$ cat src/rtl/hilo_muldiv_unit.sv
// hilo_muldiv_unit -- multi-cycle MULT/MULTU/DIV/DIVU engine, writer side of
// the HI/LO register-file port.
//
// Ports:
//   clk, rst          rising-edge clock, asynchronous active-high reset
//   start, op         request (sampled only while idle); op 00 MULT, 01 MULTU,
//                     10 DIV, 11 DIVU
//   src_a, src_b      rs / rt operands, captured once on the accept edge
//   cancel            flush in-flight op (only when MULDIV_CANCEL_EN is defined)
//   busy              high whenever the engine is not idle (pipeline stall)
//   hl_write_enable   one-cycle result-valid pulse
//   hl_data           {HI, LO}; holds the last result until the next one
//
// Build option: define MULDIV_CANCEL_EN to add the cancel port.
//
// Signed operations work on magnitudes and fix the signs at the end, so the
// multiplier and the divider are both purely unsigned.
module hilo_muldiv_unit #(
  parameter int DIV_ITERS = 32
) (
  input  logic        clk,
  input  logic        rst,
  input  logic        start,
  input  logic [1:0]  op,
  input  logic [31:0] src_a,
  input  logic [31:0] src_b,
`ifdef MULDIV_CANCEL_EN
  input  logic        cancel,
`endif
  output logic        busy,
  output logic        hl_write_enable,
  output logic [63:0] hl_data
);

  localparam int CW = $clog2(DIV_ITERS);

  typedef enum logic [2:0] {S_IDLE, S_MUL, S_DIV, S_SIGN, S_DONE} state_t;

  state_t        state_q, state_d;
  logic [31:0]   a_q, a_d;       // |multiplicand|, or |dividend| shifting into quotient
  logic [31:0]   b_q, b_d;       // |multiplier| / |divisor|
  logic [31:0]   rem_q, rem_d;
  logic [CW-1:0] cnt_q, cnt_d;
  logic          sa_q, sa_d;     // operand sign flags, always 0 for unsigned ops
  logic          sb_q, sb_d;
  logic [63:0]   hl_data_q, hl_data_d;

  logic cancel_w;
`ifdef MULDIV_CANCEL_EN
  assign cancel_w = cancel;
`else
  assign cancel_w = 1'b0;
`endif

  logic        accept, is_signed, a_neg, b_neg, fits;
  logic [63:0] prod;
  logic [32:0] trial;
  logic [31:0] diff, q_fix, r_fix;

  // State register
  always_ff @(posedge clk or posedge rst) begin
    if (rst) state_q <= S_IDLE;
    else     state_q <= state_d;
  end

  // Next-state logic
  always_comb begin
    state_d = state_q;
    unique case (state_q)
      S_IDLE:  if (accept) state_d = op[1] ? S_DIV : S_MUL;
      S_MUL:   state_d = S_DONE;
      S_DIV:   if (cnt_q == CW'(DIV_ITERS - 1)) state_d = S_SIGN;
      S_SIGN:  state_d = S_DONE;
      S_DONE:  state_d = S_IDLE;
      default: state_d = S_IDLE;
    endcase
    if (cancel_w && state_q != S_IDLE) state_d = S_IDLE;
  end

  // Outputs
  always_comb begin
    busy            = (state_q != S_IDLE);
    hl_write_enable = (state_q == S_DONE) && !cancel_w;
    hl_data         = hl_data_q;
  end

  // Datapath
  always_comb begin
    accept    = start && !cancel_w;
    is_signed = ~op[0];
    a_neg     = is_signed & src_a[31];
    b_neg     = is_signed & src_b[31];
    prod      = {32'b0, a_q} * {32'b0, b_q};
    // Restoring step: bring in the next dividend bit and subtract if it fits.
    trial     = {rem_q, a_q[31]};
    fits      = (trial >= {1'b0, b_q});
    diff      = trial[31:0] - b_q;
    q_fix     = (sa_q ^ sb_q) ? -a_q : a_q;
    // Remainder follows the dividend; for divide-by-zero this restores src_a.
    r_fix     = sa_q ? -rem_q : rem_q;

    a_d       = a_q;
    b_d       = b_q;
    rem_d     = rem_q;
    cnt_d     = cnt_q;
    sa_d      = sa_q;
    sb_d      = sb_q;
    hl_data_d = hl_data_q;

    unique case (state_q)
      S_IDLE: if (accept) begin
        a_d   = a_neg ? -src_a : src_a;
        b_d   = b_neg ? -src_b : src_b;
        sa_d  = a_neg;
        sb_d  = b_neg;
        rem_d = '0;
        cnt_d = '0;
      end
      S_MUL: if (!cancel_w) hl_data_d = (sa_q ^ sb_q) ? -prod : prod;
      S_DIV: begin
        rem_d = fits ? diff : trial[31:0];
        a_d   = {a_q[30:0], fits};
        cnt_d = cnt_q + CW'(1);
      end
      // A zero divisor leaves an all-ones quotient that the sign fix would
      // corrupt, so LO is forced.
      S_SIGN: if (!cancel_w)
        hl_data_d = {r_fix, (b_q == 32'd0) ? 32'hFFFF_FFFF : q_fix};
      default: ;
    endcase
  end

  always_ff @(posedge clk or posedge rst) begin
    if (rst) begin
      a_q       <= '0;
      b_q       <= '0;
      rem_q     <= '0;
      cnt_q     <= '0;
      sa_q      <= 1'b0;
      sb_q      <= 1'b0;
      hl_data_q <= '0;
    end else begin
      a_q       <= a_d;
      b_q       <= b_d;
      rem_q     <= rem_d;
      cnt_q     <= cnt_d;
      sa_q      <= sa_d;
      sb_q      <= sb_d;
      hl_data_q <= hl_data_d;
    end
  end

endmodule
$ cat config.mk
export PLATFORM = sky130hd
export DESIGN_NAME = hilo_muldiv_unit
export DESIGN_NICKNAME = d
export VERILOG_FILES = /design/src/rtl/hilo_muldiv_unit.sv
export SDC_FILE = /design/constraint.sdc
export NUM_CORES = 2
export LEC_CHECK = 0
export ABC_AREA = 1
export BUFFER_PORTS_ARGS = -buffer_cell sky130_fd_sc_hd__buf_2
export CORE_MARGIN = 2
export CORE_UTILIZATION = 55
export CTS_BUF_LIST = sky130_fd_sc_hd__clkbuf_8
export CTS_CLUSTER_SIZE = 12
export DETAILED_ROUTE_END_ITERATION = 6
export PLACE_DENSITY = 0.82
export SETUP_SLACK_MARGIN = 0.2
export SLEW_MARGIN = 20
export SYNTH_ARGS = -nofsm -noshare
export SYNTH_HDL_FRONTEND = slang
export SYNTH_SLANG_ARGS = --single-unit
$ cat constraint.sdc
create_clock -name clk -period 6.6 [get_ports clk]
set_input_delay 0 -clock clk [delete_from_list [all_inputs] [get_ports clk]]
set_output_delay 0 -clock clk [all_outputs]
set_load 0.005 [all_outputs]
* Yosys cells after proc, flatten, opt, wreduce, memory -nomap -nowiden *
Index checks and enable logic that the tools add are counted.

word-level totals
  register bits after elaboration = 170
  input port bits = 69
  logic and storage cells = 55

operators by class
  reductions and logical operators = 9
  magnitude comparators = 1
  equality and inequality tests = 7
  $mul = 1
  bitwise operators = 4
  muxes and demuxes = 18
  add/subtract/negate cells = 7

operators with widths
  operator                                             number
  2-to-1 mux 32 bit                                    8
  negator 32 bit                                       4
  case mux 32 bit (2 select lines)                     2
  case mux 64 bit (2 select lines)                     1
  multiplier 32 x 32 -> 64 bit                         1
  2-to-1 mux 64 bit                                    1
  negator 64 bit                                       1
  greater-or-equal comparator 33 x 32 -> 1 bit         1
  zero test 32 bit                                     1
  subtractor 32 bit                                    1
  case mux 5 bit (2 select lines)                      1
  case mux 3 bit (3 select lines)                      1
  equality test 3 x 2 -> 1 bit, second input constant  2
  2-to-1 mux 3 bit                                     2
  AND reduction 2 bit                                  3
  adder 5 x 1 -> 5 bit, second input constant          1
  equality test 5 bit, second input constant           1
  2-to-1 mux 5 bit                                     1
  != test 2 bit, second input constant                 2
  nonzero test 2 bit                                   2
  equality test 3 x 1 -> 1 bit, second input constant  1
  equality test 3 bit, second input constant           1
  zero test 3 bit                                      1
  nonzero test 3 bit                                   1
  5 further kinds                                      6

* Logic depth before layout (Yosys ltp) *
  depth after elaboration = 5
  mapped depth = 44

* Worst setup path after synthesis *
No wires, ideal clock.

  path kind = register -> register
  start point = register a_q[31]
  end point = register hl_data_q[54] (netlist: hl_data[54])
  path slack = -0.549 ns
  stages on the path, launching flop included = 35
  library setup time = 0.131 ns
  arrival time = 7.018 ns
  data required time = 6.469 ns
  buffers on the path = 2
  path through = dfrtp_1 -> clkbuf_1 -> clkbuf_1 -> nand2_1 -> fa_1 -> inv_1 -> fa_1 -> fa_1 -> inv_1 -> fa_1 -> inv_1 -> fa_1 -> fa_1 -> fa_1 -> inv_1 -> fa_1 -> inv_1 -> ha_1 -> nand2_1 -> nor2_1 -> inv_1 -> nor2_1 -> nand2_1 -> nor2_1 -> nand2_1 -> nand3_1 -> nand2_1 -> nand2_1 -> nand2_1 -> nor2_1 -> nand2_1 -> o21ai_1 -> nand3_1 -> nand3_1 -> o211ai_1

between the ends
  longest elaborated chain between the ends = 4

RTL lines
  what                                line  RTL
  from (decl)                         40    logic [31:0] a_q, a_d;
  from (signal assigned)              135   a_q <= '0;
  from (signal assigned)              143   a_q <= a_d;
  multiplier 32 x 32 -> 64 bit *      93    prod = {32'b0, a_q} * {32'b0, b_q};
  negator 64 bit                      119   S_MUL: if (!cancel_w) hl_data_d = (sa_q ^ sb_q) ? -prod : prod;
  2-to-1 mux 64 bit *                 119
  case mux 64 bit (2 select lines) *  110   unique case (state_q)
  to (signal assigned)                149   hl_data_q <= hl_data_d;
  to (decl)                           46    logic [63:0] hl_data_q, hl_data_d;

Every way passes the cells marked *; elsewhere a longest branch is shown, timed or not.
A chain may end at the register's enable or synchronous reset.

* Final worst setup path *
  start point = register a_q[15]
  end point = register hl_data_q[33] (netlist: hl_data[33])

The elaborated chain is that of the path after synthesis.

==> flow_metrics.env <==
export IMPL_place_area_um2=57150
export IMPL_die_y_um=306.4
export IMPL_place_congestion=1.043
export IMPL_cts_buffers=17
export IMPL_worstMarginPinSlew_ns=1.065
export IMPL_crit_type="flop to flop"
export IMPL_clock_root_buffer="clkbuf_8"
export IMPL_coreArea_um2=90290
export IMPL_violations="design-rule violations, negative setup slack"
export IMPL_ys_async_sr_fraction_pct=100.0
export IMPL_drv_slew=0
export IMPL_cts_path_max_buffers=2
export IMPL_seq_area_um2=4275
export IMPL_yosysSeqAreaShare_pct=8.457
export IMPL_syn_area_um2=50300
export IMPL_max_stage_delay_ns=0.59
export IMPL_vias_per_cell=5.527
export IMPL_areaGrowthSynthToFinish_pct=22.13
export IMPL_place_ws_ns=-1.571
export IMPL_synth_area_leaders="fa_1, nand2_1, inv_1"
export IMPL_multiInputGateArea_um2=39910
export IMPL_first_pass_iters=7
export IMPL_start_util_pct=55.72
export IMPL_die_x_um=306.4
export IMPL_synth_cell_types=57
export IMPL_fmax_mhz=127.7
export IMPL_maxSlewHeadroom_pct=29.00
export IMPL_die_area_um2=93900
export IMPL_yosys_top_cells_count="nand2_1, inv_1, fa_1"
export IMPL_synth_top_area_share_pct=35.70
export IMPL_reg2reg_setup_slack_ns=-1.23
export IMPL_numPortBuffers=134
export IMPL_setup_slack_ns=-1.229
export IMPL_cts_tree="done"
export IMPL_htree_levels=4
export IMPL_synthCells=7117
export IMPL_rsz0062_at_grt="yes"
export IMPL_antenna_left=0
export IMPL_clk_latency_ns=0.54
export IMPL_syn_avg_cell_area_um2=7.068
export IMPL_grt_max_degree=81
export IMPL_vias=49090
export IMPL_fin_skew_ns=0.02895
export IMPL_worst_hold_slack_ns=0.06269
export IMPL_synth_most_common_cell="nand2_1"
export IMPL_cts_num_sinks=170
export IMPL_rows=110
export IMPL_arrival_ns=8.24
export IMPL_hpwl_um=150400
export IMPL_drtIter0Drc=5314
export IMPL_status="finished, violations left"
export IMPL_slowest_stage="fa_2"
export IMPL_yosysWarnings=0
export IMPL_final_nets=8960
export IMPL_cp_start_kind="flop"
export IMPL_cp_required_ns=7.01
export IMPL_grt_pass1_wl_um=279500
export IMPL_overflow=0
export IMPL_synth_top_cell_by_area="fa_1"
export IMPL_synth_edff_count=0
export IMPL_crit_path_end_kind="flop"
export IMPL_drt_wl_total_um=184000
export IMPL_post_route_period_util_pct=118.6
export IMPL_crit_buf_inv=13
export IMPL_grt_pass1_vias=50090
export IMPL_drc=4
export IMPL_hold_violations=0
export IMPL_fillers=7173
export IMPL_hp_class="input pin to asynchronous set/reset pin"
export IMPL_synth_flop_cell="dfrtp_1"
export IMPL_post_place_cells=8681
export IMPL_max_cap_violations=0
export IMPL_drive_above_1_share_pct=19.83
export IMPL_path_delay_family="adder cells"
export IMPL_critPathMaxFanout=7
export IMPL_grt_usage_pct=38.96
export IMPL_fin_crit_ns=7.829
export IMPL_post_drt_wl_per_cell_um=20.71
export IMPL_setup_viol=52
export IMPL_antenna_found_initial=6
export IMPL_finalNonFillerCells=8882
export IMPL_synth_seq_cells=170
export IMPL_pin_count=135
export IMPL_clkTransAtPathRegs_ns=0.11
export IMPL_fin_area_um2=61440
export IMPL_synth_nets=8386
## cells in the final DEF (no fill, tap or decap), drive strengths merged, types with 14 or more instances in the layout
cell type,synthesis,layout
nor4,14,14
nand2,2054,2054
a31oi,19,19
fa,897,897
clkbuf,305,24
a21oi,205,205
nor2,333,333
o211ai,18,18
ha,303,303
nand3,211,211
nor3,59,59
inv,1961,1967
xor2,92,92
buf,27,816
xnor2,41,41
dlygate4sd3,0,67
o21ai,228,228
nand4,44,44
nand3b,27,27
o221ai,33,33
dfrtp,170,170
## layer usage
layer	vias up	track usage (%)	wire length (um)
met5	-	0	27
met4	4	17.94	10590
met3	597	7.037	19480
met2	2823	62.95	84390
met1	23910	51.13	69480
li1	21760	-	-
## cells by family after synthesis
family	after synthesis	share of synthesized area [%]
fa+ha+maj	1200	43.23
compound gates	562	6.318
buf+inv	2296	17.18
flops	170	8.457
simple gates	2756	22.48
xor+xnor	133	2.331
## path summary, 6_finish.rpt
check / from / end / depth (start not counted)
min in group clk: src_b[8] / b_q[8] / 3
hold / removal: rst / cnt_q[4] / 3
max in group asynchronous: rst / hl_data[22] / 4
setup reg to reg: a_q[15] / hl_data[33] / 37
setup / recovery: a_q[15] / hl_data[33] / 37
hold reg to reg: hl_data[0] / hl_data[0] / 2
## sequential cells by signal (all words and copies together) (netlist names)
name	count
hl_data	64
a_q	32
b_q	32
rem_q	32
cnt_q	5
state_q	3
sa_q	1
sb_q	1
## stage by stage
step / util, % / setup TNS [ns]
after global placement: 63.30 / -51.97
after detailed placement: 63.30 / -55.14
after global routing: 68.04 / -58.66
after CTS: 66.06 / -43.22
after floorplan: - / -5.398
final: 68.04 / -47.76
## final cells by class
| type | instances | area share, % |
|---|---|---|
| antenna | 2 | 0.008146 |
| multi-input combinational | 4651 | 64.97 |
| tap | 1176 | 2.395 |
| clock buffer | 20 | 0.4481 |
| timing repair buffer | 887 | 12.96 |
| inverter | 1964 | 12.05 |
| sequential | 170 | 6.959 |
| clock inverter | 12 | 0.2138 |
## timing repair
item	in CTS	in global routing
pin swaps	91	211
buffers inserted	43	51
hold buffers	67	0
setup endpoints to repair	54	54
hold endpoints to repair	113	0
cloned	2	4
resized for setup	289	358
## worst min-delay path, stage by stage
cell and delay, ns:
dlygate4sd3_1 0.54, buf_2 0.15, inv_6 0.38
Power is not shown: default switching activity piles up to over one toggle a cycle in this logic, so the estimate is an artifact.
